<file path="config.mk">
export PLATFORM = sky130hd
export DESIGN_NAME = ps2_keyboard_port
export DESIGN_NICKNAME = d
export VERILOG_FILES = /design/src/rtl/ps2_pkg.sv /design/src/rtl/ps2_frame_rx.sv /design/src/rtl/ps2_keyboard_port.sv
export SDC_FILE = /design/constraint.sdc
export NUM_CORES = 1
export LEC_CHECK = 0
export ABC_AREA = 1
export CAP_MARGIN = 25
export CORE_MARGIN = 2
export CORE_UTILIZATION = 50
export CTS_BUF_LIST = sky130_fd_sc_hd__clkbuf_16
export CTS_CLUSTER_SIZE = 12
export DETAILED_ROUTE_END_ITERATION = 16
export HOLD_SLACK_MARGIN = 0.05
export PLACE_DENSITY_LB_ADDON = 0.05
export SLEW_MARGIN = 20
export SYNTH_ARGS = -nofsm -noshare
export SYNTH_HDL_FRONTEND = slang
export SYNTH_SLANG_ARGS = --single-unit
</file>
<file path="constraint.sdc">
create_clock -name clk -period 7.48 [get_ports clk]
set_input_delay 1.496 -clock clk [delete_from_list [all_inputs] [get_ports clk]]
set_output_delay 1.496 -clock clk [all_outputs]
set_load 0.005 [all_outputs]
</file>
<file path="src/rtl/ps2_pkg.sv">
// PS/2 keyboard port shared types.
// Receiver states, register offsets, STATUS bit positions.
package ps2_pkg;

  typedef enum logic [1:0] {
    IDLE,
    DATA,
    PARITY,
    STOP
  } rx_state_e;

  localparam logic REG_DATA   = 1'b0;
  localparam logic REG_STATUS = 1'b1;

  localparam int NONEMPTY  = 0;
  localparam int FULL      = 1;
  localparam int OVF       = 2;
  localparam int PERR      = 3;
  localparam int COUNT_LSB = 4;

endpackage

</file>
<file path="src/rtl/ps2_frame_rx.sv">
// PS/2 device-to-host frame receiver.
// Pad sync, falling-edge detect, frame FSM, mid-frame timeout.
module ps2_frame_rx
  import ps2_pkg::*;
#(
  parameter int TIMEOUT_CYCLES = 20000
) (
  input  logic       clk,
  input  logic       rst,
  input  logic       ps2_clk_i,
  input  logic       ps2_data_i,
  output logic       byte_valid_o,
  output logic [7:0] byte_data_o,
  output logic       parity_err_o
);

  localparam int TW = $clog2(TIMEOUT_CYCLES + 1);

  logic [1:0]    clk_sync_q;
  logic [1:0]    dat_sync_q;
  logic          clk_prev_q;
  rx_state_e     state_q;
  logic [2:0]    bit_cnt_q;
  logic [7:0]    shift_q;
  logic          par_q;
  logic [TW-1:0] to_cnt_q;

  logic fall;
  logic din;
  logic timeout;
  logic frame_ok;
  logic at_stop;

  assign din      = dat_sync_q[1];
  assign fall     = clk_prev_q & ~clk_sync_q[1];
  assign timeout  = (state_q != IDLE) &&
                    (to_cnt_q == TW'(TIMEOUT_CYCLES));
  assign frame_ok = din & (^{shift_q, par_q});
  assign at_stop  = fall && (state_q == STOP);

  // Stop-bit verdict is combinational so the FIFO pushes on the next edge.
  assign byte_valid_o = at_stop & frame_ok;
  assign parity_err_o = at_stop & ~frame_ok;
  assign byte_data_o  = shift_q;

  // Two-flop synchronisers plus a delayed copy of the clock for edges.
  always_ff @(posedge clk or negedge rst) begin
    if (!rst) begin
      clk_sync_q <= 2'b11;
      dat_sync_q <= 2'b11;
      clk_prev_q <= 1'b1;
    end else begin
      clk_sync_q <= {clk_sync_q[0], ps2_clk_i};
      dat_sync_q <= {dat_sync_q[0], ps2_data_i};
      clk_prev_q <= clk_sync_q[1];
    end
  end

  // Cycles since the last falling edge while a frame is in flight.
  always_ff @(posedge clk or negedge rst) begin
    if (!rst) begin
      to_cnt_q <= '0;
    end else if (fall || timeout || state_q == IDLE) begin
      to_cnt_q <= '0;
    end else begin
      to_cnt_q <= to_cnt_q + 1'b1;
    end
  end

  // Frame FSM, one step per falling edge of the PS/2 clock.
  always_ff @(posedge clk or negedge rst) begin
    if (!rst) begin
      state_q   <= IDLE;
      bit_cnt_q <= '0;
      shift_q   <= '0;
      par_q     <= 1'b0;
    end else if (fall) begin
      unique case (state_q)
        IDLE: begin
          if (!din) begin
            state_q   <= DATA;
            bit_cnt_q <= '0;
          end
        end
        DATA: begin
          shift_q   <= {din, shift_q[7:1]};
          bit_cnt_q <= bit_cnt_q + 1'b1;
          if (bit_cnt_q == 3'd7) state_q <= PARITY;
        end
        PARITY: begin
          par_q   <= din;
          state_q <= STOP;
        end
        STOP: state_q <= IDLE;
        default: state_q <= IDLE;
      endcase
    end else if (timeout) begin
      state_q <= IDLE;
      shift_q <= '0;
    end
  end

endmodule

</file>
<file path="src/rtl/ps2_keyboard_port.sv">
// Memory-mapped PS/2 keyboard port.
// Scancode FIFO with DATA/STATUS registers on the data bus.
module ps2_keyboard_port
  import ps2_pkg::*;
#(
  parameter int FIFO_DEPTH     = 8,
  parameter int TIMEOUT_CYCLES = 20000,
  parameter int ADDR_W         = 11
) (
  input  logic              clk,
  input  logic              rst,
  input  logic              en,
  input  logic [3:0]        memWrite,
  input  logic [ADDR_W-1:0] addr,
  input  logic [31:0]       wdata,
  output logic [31:0]       rdata,
  input  logic              ps2_clk,
  input  logic              ps2_data,
  output logic              irq
);

  localparam int PW = (FIFO_DEPTH > 1) ? $clog2(FIFO_DEPTH) : 1;

  logic [7:0]    mem_q [FIFO_DEPTH];
  logic [PW-1:0] wr_ptr_q;
  logic [PW-1:0] rd_ptr_q;
  logic [4:0]    count_q;
  logic [4:0]    count_d;
  logic          perr_q;
  logic          ovf_q;
  logic          irq_q;

  logic       rx_valid;
  logic [7:0] rx_data;
  logic       rx_perr;

  logic       nonempty;
  logic       full;
  logic       pop;
  logic       push_ok;
  logic       ovf_set;
  logic       wr_status;
  logic [7:0] head;
  logic       unused_bits;

  ps2_frame_rx #(
    .TIMEOUT_CYCLES(TIMEOUT_CYCLES)
  ) u_rx (
    .clk          (clk),
    .rst          (rst),
    .ps2_clk_i    (ps2_clk),
    .ps2_data_i   (ps2_data),
    .byte_valid_o (rx_valid),
    .byte_data_o  (rx_data),
    .parity_err_o (rx_perr)
  );

  assign nonempty  = (count_q != 5'd0);
  assign full      = (count_q == 5'(FIFO_DEPTH));
  assign pop       = en && (memWrite == 4'b0000) &&
                     (addr[2] == REG_DATA) && nonempty;
  assign push_ok   = rx_valid && (!full || pop);
  assign ovf_set   = rx_valid && full && !pop;
  assign wr_status = en && memWrite[0] && (addr[2] == REG_STATUS);
  assign head      = nonempty ? mem_q[rd_ptr_q] : 8'h00;
  assign irq       = irq_q;

  assign unused_bits = ^{wdata[31:4], wdata[1:0],
                         addr[ADDR_W-1:3], addr[1:0]};

  // Occupancy after this cycle's push and pop.
  always_comb begin
    count_d = count_q + 5'(push_ok) - 5'(pop);
  end

  // Scancode storage; contents need no reset.
  always_ff @(posedge clk) begin
    if (push_ok) mem_q[wr_ptr_q] <= rx_data;
  end

  // Pointers, occupancy, sticky flags and the interrupt line.
  always_ff @(posedge clk or negedge rst) begin
    if (!rst) begin
      wr_ptr_q <= '0;
      rd_ptr_q <= '0;
      count_q  <= '0;
      perr_q   <= 1'b0;
      ovf_q    <= 1'b0;
      irq_q    <= 1'b0;
    end else begin
      if (push_ok) wr_ptr_q <= wr_ptr_q + 1'b1;
      if (pop)     rd_ptr_q <= rd_ptr_q + 1'b1;
      count_q <= count_d;
      perr_q  <= (perr_q & ~(wr_status & wdata[2])) | rx_perr;
      ovf_q   <= (ovf_q & ~(wr_status & wdata[3])) | ovf_set;
      irq_q   <= (count_d != 5'd0);
    end
  end

  // Read mux; quiet whenever the bank is not selected.
  always_comb begin
    rdata = '0;
    if (en) begin
      if (addr[2] == REG_STATUS) begin
        rdata[COUNT_LSB +: 4] = count_q[3:0];
        rdata[PERR]           = perr_q;
        rdata[OVF]            = ovf_q;
        rdata[FULL]           = full;
        rdata[NONEMPTY]       = nonempty;
      end else begin
        rdata[8:0] = {nonempty, head};
      end
    end
  end

endmodule
</file>
# [Yosys cells after proc, flatten, opt, wreduce, memory -nomap -nowiden]
# Memories as Yosys holds them, arrays and structs flattened.
# Cells that the tools add are included.
[totals] register_bits=48 ram_bits=64 word_cells=90 mem_count=1
[mem_list] memory="mem_q" depth=8 width=8 read_ports=1 rd_ports_with_merged_regs=0 write_ports=1 line="ps2_keyboard_port.sv:24" source="logic [7:0] mem_q [FIFO_DEPTH];"
[op_classes] addsub=6 n_eq_ne=10 n_mux=17 bitwise=15 n_reduce_logical=27
[ops] op="two-way mux 8 bit" n=5
[ops] op="adder 15 x 1 -> 15 bit (second input constant)" n=1
[ops] op="== test 15 bit (second input constant)" n=1
[ops] op="two-way mux 15 bit" n=1
[ops] op="logical AND 1 bit" n=10
[ops] op="nonzero test 5 bit" n=2
[ops] op="adder 3 x 1 -> 3 bit (second input constant)" n=3
[ops] op="two-way mux 9 bit" n=1
[ops] op="parity 9 bit" n=1
[ops] op="bitwise AND 1 bit" n=8
[ops] op="two-way mux 2 bit" n=4
[ops] op="one-hot mux 2 bit (4 select lines)" n=1
[ops] op="inequality test 3 bit (second input constant)" n=2
[ops] op="one-hot mux 3 bit (2 select lines)" n=1
[ops] op="AND reduction 3 bit" n=2
[ops] op="nonzero test 2 bit" n=3
[ops] op="adder 5 x 1 -> 5 bit" n=1
[ops] op="== test 5 x 4 -> 1 bit (second input constant)" n=1
[ops] op="NOT 1 bit" n=5
[ops] op="subtractor 5 x 1 -> 5 bit" n=1
[ops] op="== test 2 bit (second input constant)" n=2
[ops] op="zero test 4 bit" n=1
[ops] op="inequality test 2 bit (second input constant)" n=2
[ops] op="AND reduction 2 bit" n=2
[ops] op="other kinds (8)" n=14

# [Logic depth before layout (Yosys ltp)]
[depth] word_depth=9 ltp_mapped=18

# [By module]
# Synthesis repeated with hierarchy kept, for this count alone.
[unflattened] cells_unflattened=612 area_unflattened_um2=5781.8
[modules_own_cells] module="ps2_keyboard_port" n_inst=1 cells_each=395 area_per_inst_um2=3921.3
[modules_own_cells] module="ps2_frame_rx" n_inst=1 cells_each=217 area_per_inst_um2=1860.5

# [Least setup slack after synthesis]
# Ideal clock, no wire load.
[synth_path] path_kind="input to output" startpoint="input addr[2]" endpoint="output rdata[1]" t_arrival_ns=2.156 path_slack_ns=3.828 cell_stages=6 n_path_buf=1 path_cell_list="buf_2 -> inv_2 -> nand2_1 -> inv_1 -> o211ai_1 -> a21oi_1"
[synth_via] elab_chain_cells=2
[synth_rtl] element="start, declared" line="ps2_keyboard_port.sv:14" source="input logic [ADDR_W-1:0] addr,"
[synth_rtl] element="two-way mux 8 bit" line="ps2_keyboard_port.sv:104" source="if (addr[2] == REG_STATUS) begin"
[synth_rtl] element="two-way mux 9 bit" line="ps2_keyboard_port.sv:103" source="if (en) begin"
[synth_rtl] element="end, declared" line="ps2_keyboard_port.sv:16" source="output logic [31:0] rdata,"
# No other way between the ends.

# [Final worst setup path]
[layout_path] startpoint="input addr[2]" endpoint="output rdata[4]"
# Same word-level chain as after synthesis.

==> flow_metrics.env <==
export IMPL_drt_first_pass_iters=5
export IMPL_fmax_mhz=205
export IMPL_insertedDiodeCount=0
export IMPL_fin_cells=681
export IMPL_wl_met1_mm=4.80
export IMPL_syn_instance_count=518
export IMPL_hold_depth=0
export IMPL_yosys_area_top_type="edfxtp_1"
export IMPL_dp_hpwl_mm=7.05
export IMPL_yosysTopAreaCellShare_pct=35.9
export IMPL_rsz0062_at_grt="no"
export IMPL_cts_root_buf="clkbuf_16"
export IMPL_ys_ff_latch=112
export IMPL_finalNetCount=609
export IMPL_drive_above_1_share_pct=10.1
export IMPL_place_inst=665
export IMPL_worst_setup_path_type="in2out"
export IMPL_ant_nets=0
export IMPL_ys_async_sr_fraction_pct=42.9
export IMPL_hp_start="u_rx.dat_sync_q[0]$_DFF_PN1_"
export IMPL_netlist_area_um2=5350
export IMPL_crit_arrival_ns=3.38
export IMPL_ir_worst_vdd_mv=0.138
export IMPL_cts_clk_slew_worst_paths_ns=0.07
export IMPL_highest_layer="met4"
export IMPL_htree_levels=3
export IMPL_die_area_um2=11500
export IMPL_worstReg2RegStart="u_rx.clk_prev_q$_DFF_PN1_"
export IMPL_worst_pin_slew_ns=0.941
export IMPL_setup_ws_ns=2.60
export IMPL_rr_worst_depth=12
export IMPL_fin_skew_ns=0.00803
export IMPL_netlist_top_cells_count="79 x nand2_1, 64 x edfxtp_1, 55 x o21ai_0, 53 x inv_1, 47 x nor2_1"
export IMPL_syn2layout_area_growth_pct=10.2
export IMPL_ys_seq_area_share_pct=58.5
export IMPL_gp_congestion=0.801
export IMPL_hold_class="reg2reg"
export IMPL_finalCritPeriodShare_pct=65.2
export IMPL_setup_violations=0
export IMPL_die_x_um=107
export IMPL_cts_tree="done"
export IMPL_clk_path_buf_depth=2
export IMPL_yosys_warnings=0
export IMPL_core_um2=10400
export IMPL_grt_pass1_wl_mm=16.9
export IMPL_leakagePower_uw=0.00237
export IMPL_r2r_slack_ns=4.65
export IMPL_antenna_found_initial=0
export IMPL_worst_setup_path_end_kind="output pin"
export IMPL_utilization_pct=56.8
export IMPL_io_pins=85
export IMPL_tns_ns=0
export IMPL_drtIter0Drc=198
export IMPL_die_y_um=107
export IMPL_num_vias=3598
export IMPL_ys_types=37
export IMPL_drt_total_wl_mm=10.3
export IMPL_first_global_vias=3374
export IMPL_wl_per_cell_um=15.1
export IMPL_dr_wl_met3_um=497
export IMPL_grt_use_total_pct=19.3
export IMPL_postCtsSetupBuffers=0
export IMPL_status="finished clean"
export IMPL_cp_required_ns=5.98
export IMPL_ys_flop_type="edfxtp_1"
export IMPL_post_synth_top_count_cell="nand2_1"
export IMPL_finalHoldViolations=0
export IMPL_pre_cts_slack_ns=2.62
export IMPL_cts_resized_gates=0
export IMPL_dr_wl_met2_mm=4.85
export IMPL_cts_sinks=112
export IMPL_numCtsBuffers=9
export IMPL_vias_per_cell=5.28
export IMPL_syn_avg_cell_area_um2=10.3
export IMPL_relSlewSlack_pct=37.2
export IMPL_rows=37
export IMPL_drc=0
export IMPL_start_kind="primary input"
export IMPL_grt_max_degree=49
export IMPL_cap_violations=0
export IMPL_synth_edf_count=64
export IMPL_crit_path_max_fanout=9
export IMPL_hold_buffers=0
export IMPL_p_per_area_nw_per_um2=288
export IMPL_reg2reg_to="irq$_DFF_PN0_"
export IMPL_slew_violations=0
export IMPL_io_buffers=21
export IMPL_hold_ws_ns=0.356
export IMPL_clkLatencyLatePin_ns=0.35
export IMPL_hold_end="u_rx.dat_sync_q[1]$_DFF_PN1_"
export IMPL_start_util_pct=51.6
export IMPL_fillCellCount=899
export IMPL_ys_top_cells_by_area="edfxtp_1 36%, dfrtp_1 20%, nand2_1 5.5%"
export IMPL_grt_ovfl_total=0
export IMPL_fin_crit_ns=4.88
==> layout by cell type, fill, tap and decap left out, types with 2 or more instances in the layout <==
cell type        instances
dfstp_2                  5
xnor2_1                  4
o21ai_1                  3
nand2_1                 79
nand3_1                 17
xor2_1                   4
nand4_4                  2
ha_1                    16
inv_2                    5
o22ai_1                  7
buf_4                    2
conb_1                  23
a21oi_1                 18
clkbuf_16                9
nor2_2                   8
nand4_1                  6
nor2_1                  47
inv_1                   54
edfxtp_1                64
nand3_2                  4
o21ai_0                 55
nor4_1                   3
nand2_2                  9
dfrtp_1                 43
clkdlybuf4s50_1         20
o211ai_1                 8
o221ai_1                 7
nor3_1                   7
==> per-layer routing <==
layer  track usage (%)  up-vias
met2              30.2       84
met5                 0        -
met3              5.15        9
met1              26.5     1743
li1                  -     1762
met4              5.95        0
==> report_power, final <==
group	internal [uW]	switching, uW
Clock	260	217
Combinational	177	290
Sequential	693	58.0
Total	1130	565
==> worst max path at each step <==
stage / startpoint / to / slack [ns] / cells after the start
5_1_grt: addr[2] / rdata[6] / 2.53 / 7
4_1_cts: addr[2] / rdata[4] / 2.61 / 7
3_5_place_dp: addr[2] / rdata[4] / 2.62 / 7
3_3_place_gp: addr[2] / rdata[3] / 2.62 / 7
6_report: addr[2] / rdata[4] / 2.60 / 7
2_1_floorplan: addr[2] / rdata[1] / 3.83 / 6
==> kinds of logic (layout without fill, tap and decap cells) <==
family,count (synthesis),count (layout),synth area share (%)
other,1,23,0.0701
buffers and inverters,92,97,8.21
and+or+nand+nor,186,186,16.8
DFF,112,112,58.5
xor gates and xnor gates,9,9,1.61
AOI/OAI and AO/OA,101,101,10.6
adders and majority gates,17,17,4.12
==> per-stage QoR <==
step	power [uW]	area, um^2
final	1700	5890
after global routing	1810	5890
after CTS	1710	5890
after detailed placement	1240	5600
after global placement	1220	5600
after floorplan	1100	5430
==> registers in the layout, indices dropped and copies added, names as in the netlist, 2 cells and up <==
register	count
u_rx.byte_data_o	8
u_rx.state_q	2
u_rx.to_cnt_q	15
u_rx.clk_sync_q	2
u_rx.bit_cnt_q	3
mem_q	64
wr_ptr_q	3
u_rx.dat_sync_q	2
count_q	5
rd_ptr_q	3
==> critical path: stages <==
cell             delay [ns]
clkdlybuf4s50_1        0.55
inv_2                  0.11
nand2_1                0.08
inv_1                  0.22
o211ai_1               0.21
a21oi_1                0.19
clkdlybuf4s50_1        0.52
==> layout make-up <==
class,instances,area (um^2),area share [%]
tap,136,170,2.89
clock buffer,9,225,3.82
clock inverter,7,70.1,1.19
timing repair buffer,23,220,3.74
sequential,112,3130,53.1
multi-input combinational,336,1860,31.6
inverter,58,218,3.69
Power figures use the tool's default switching activity.
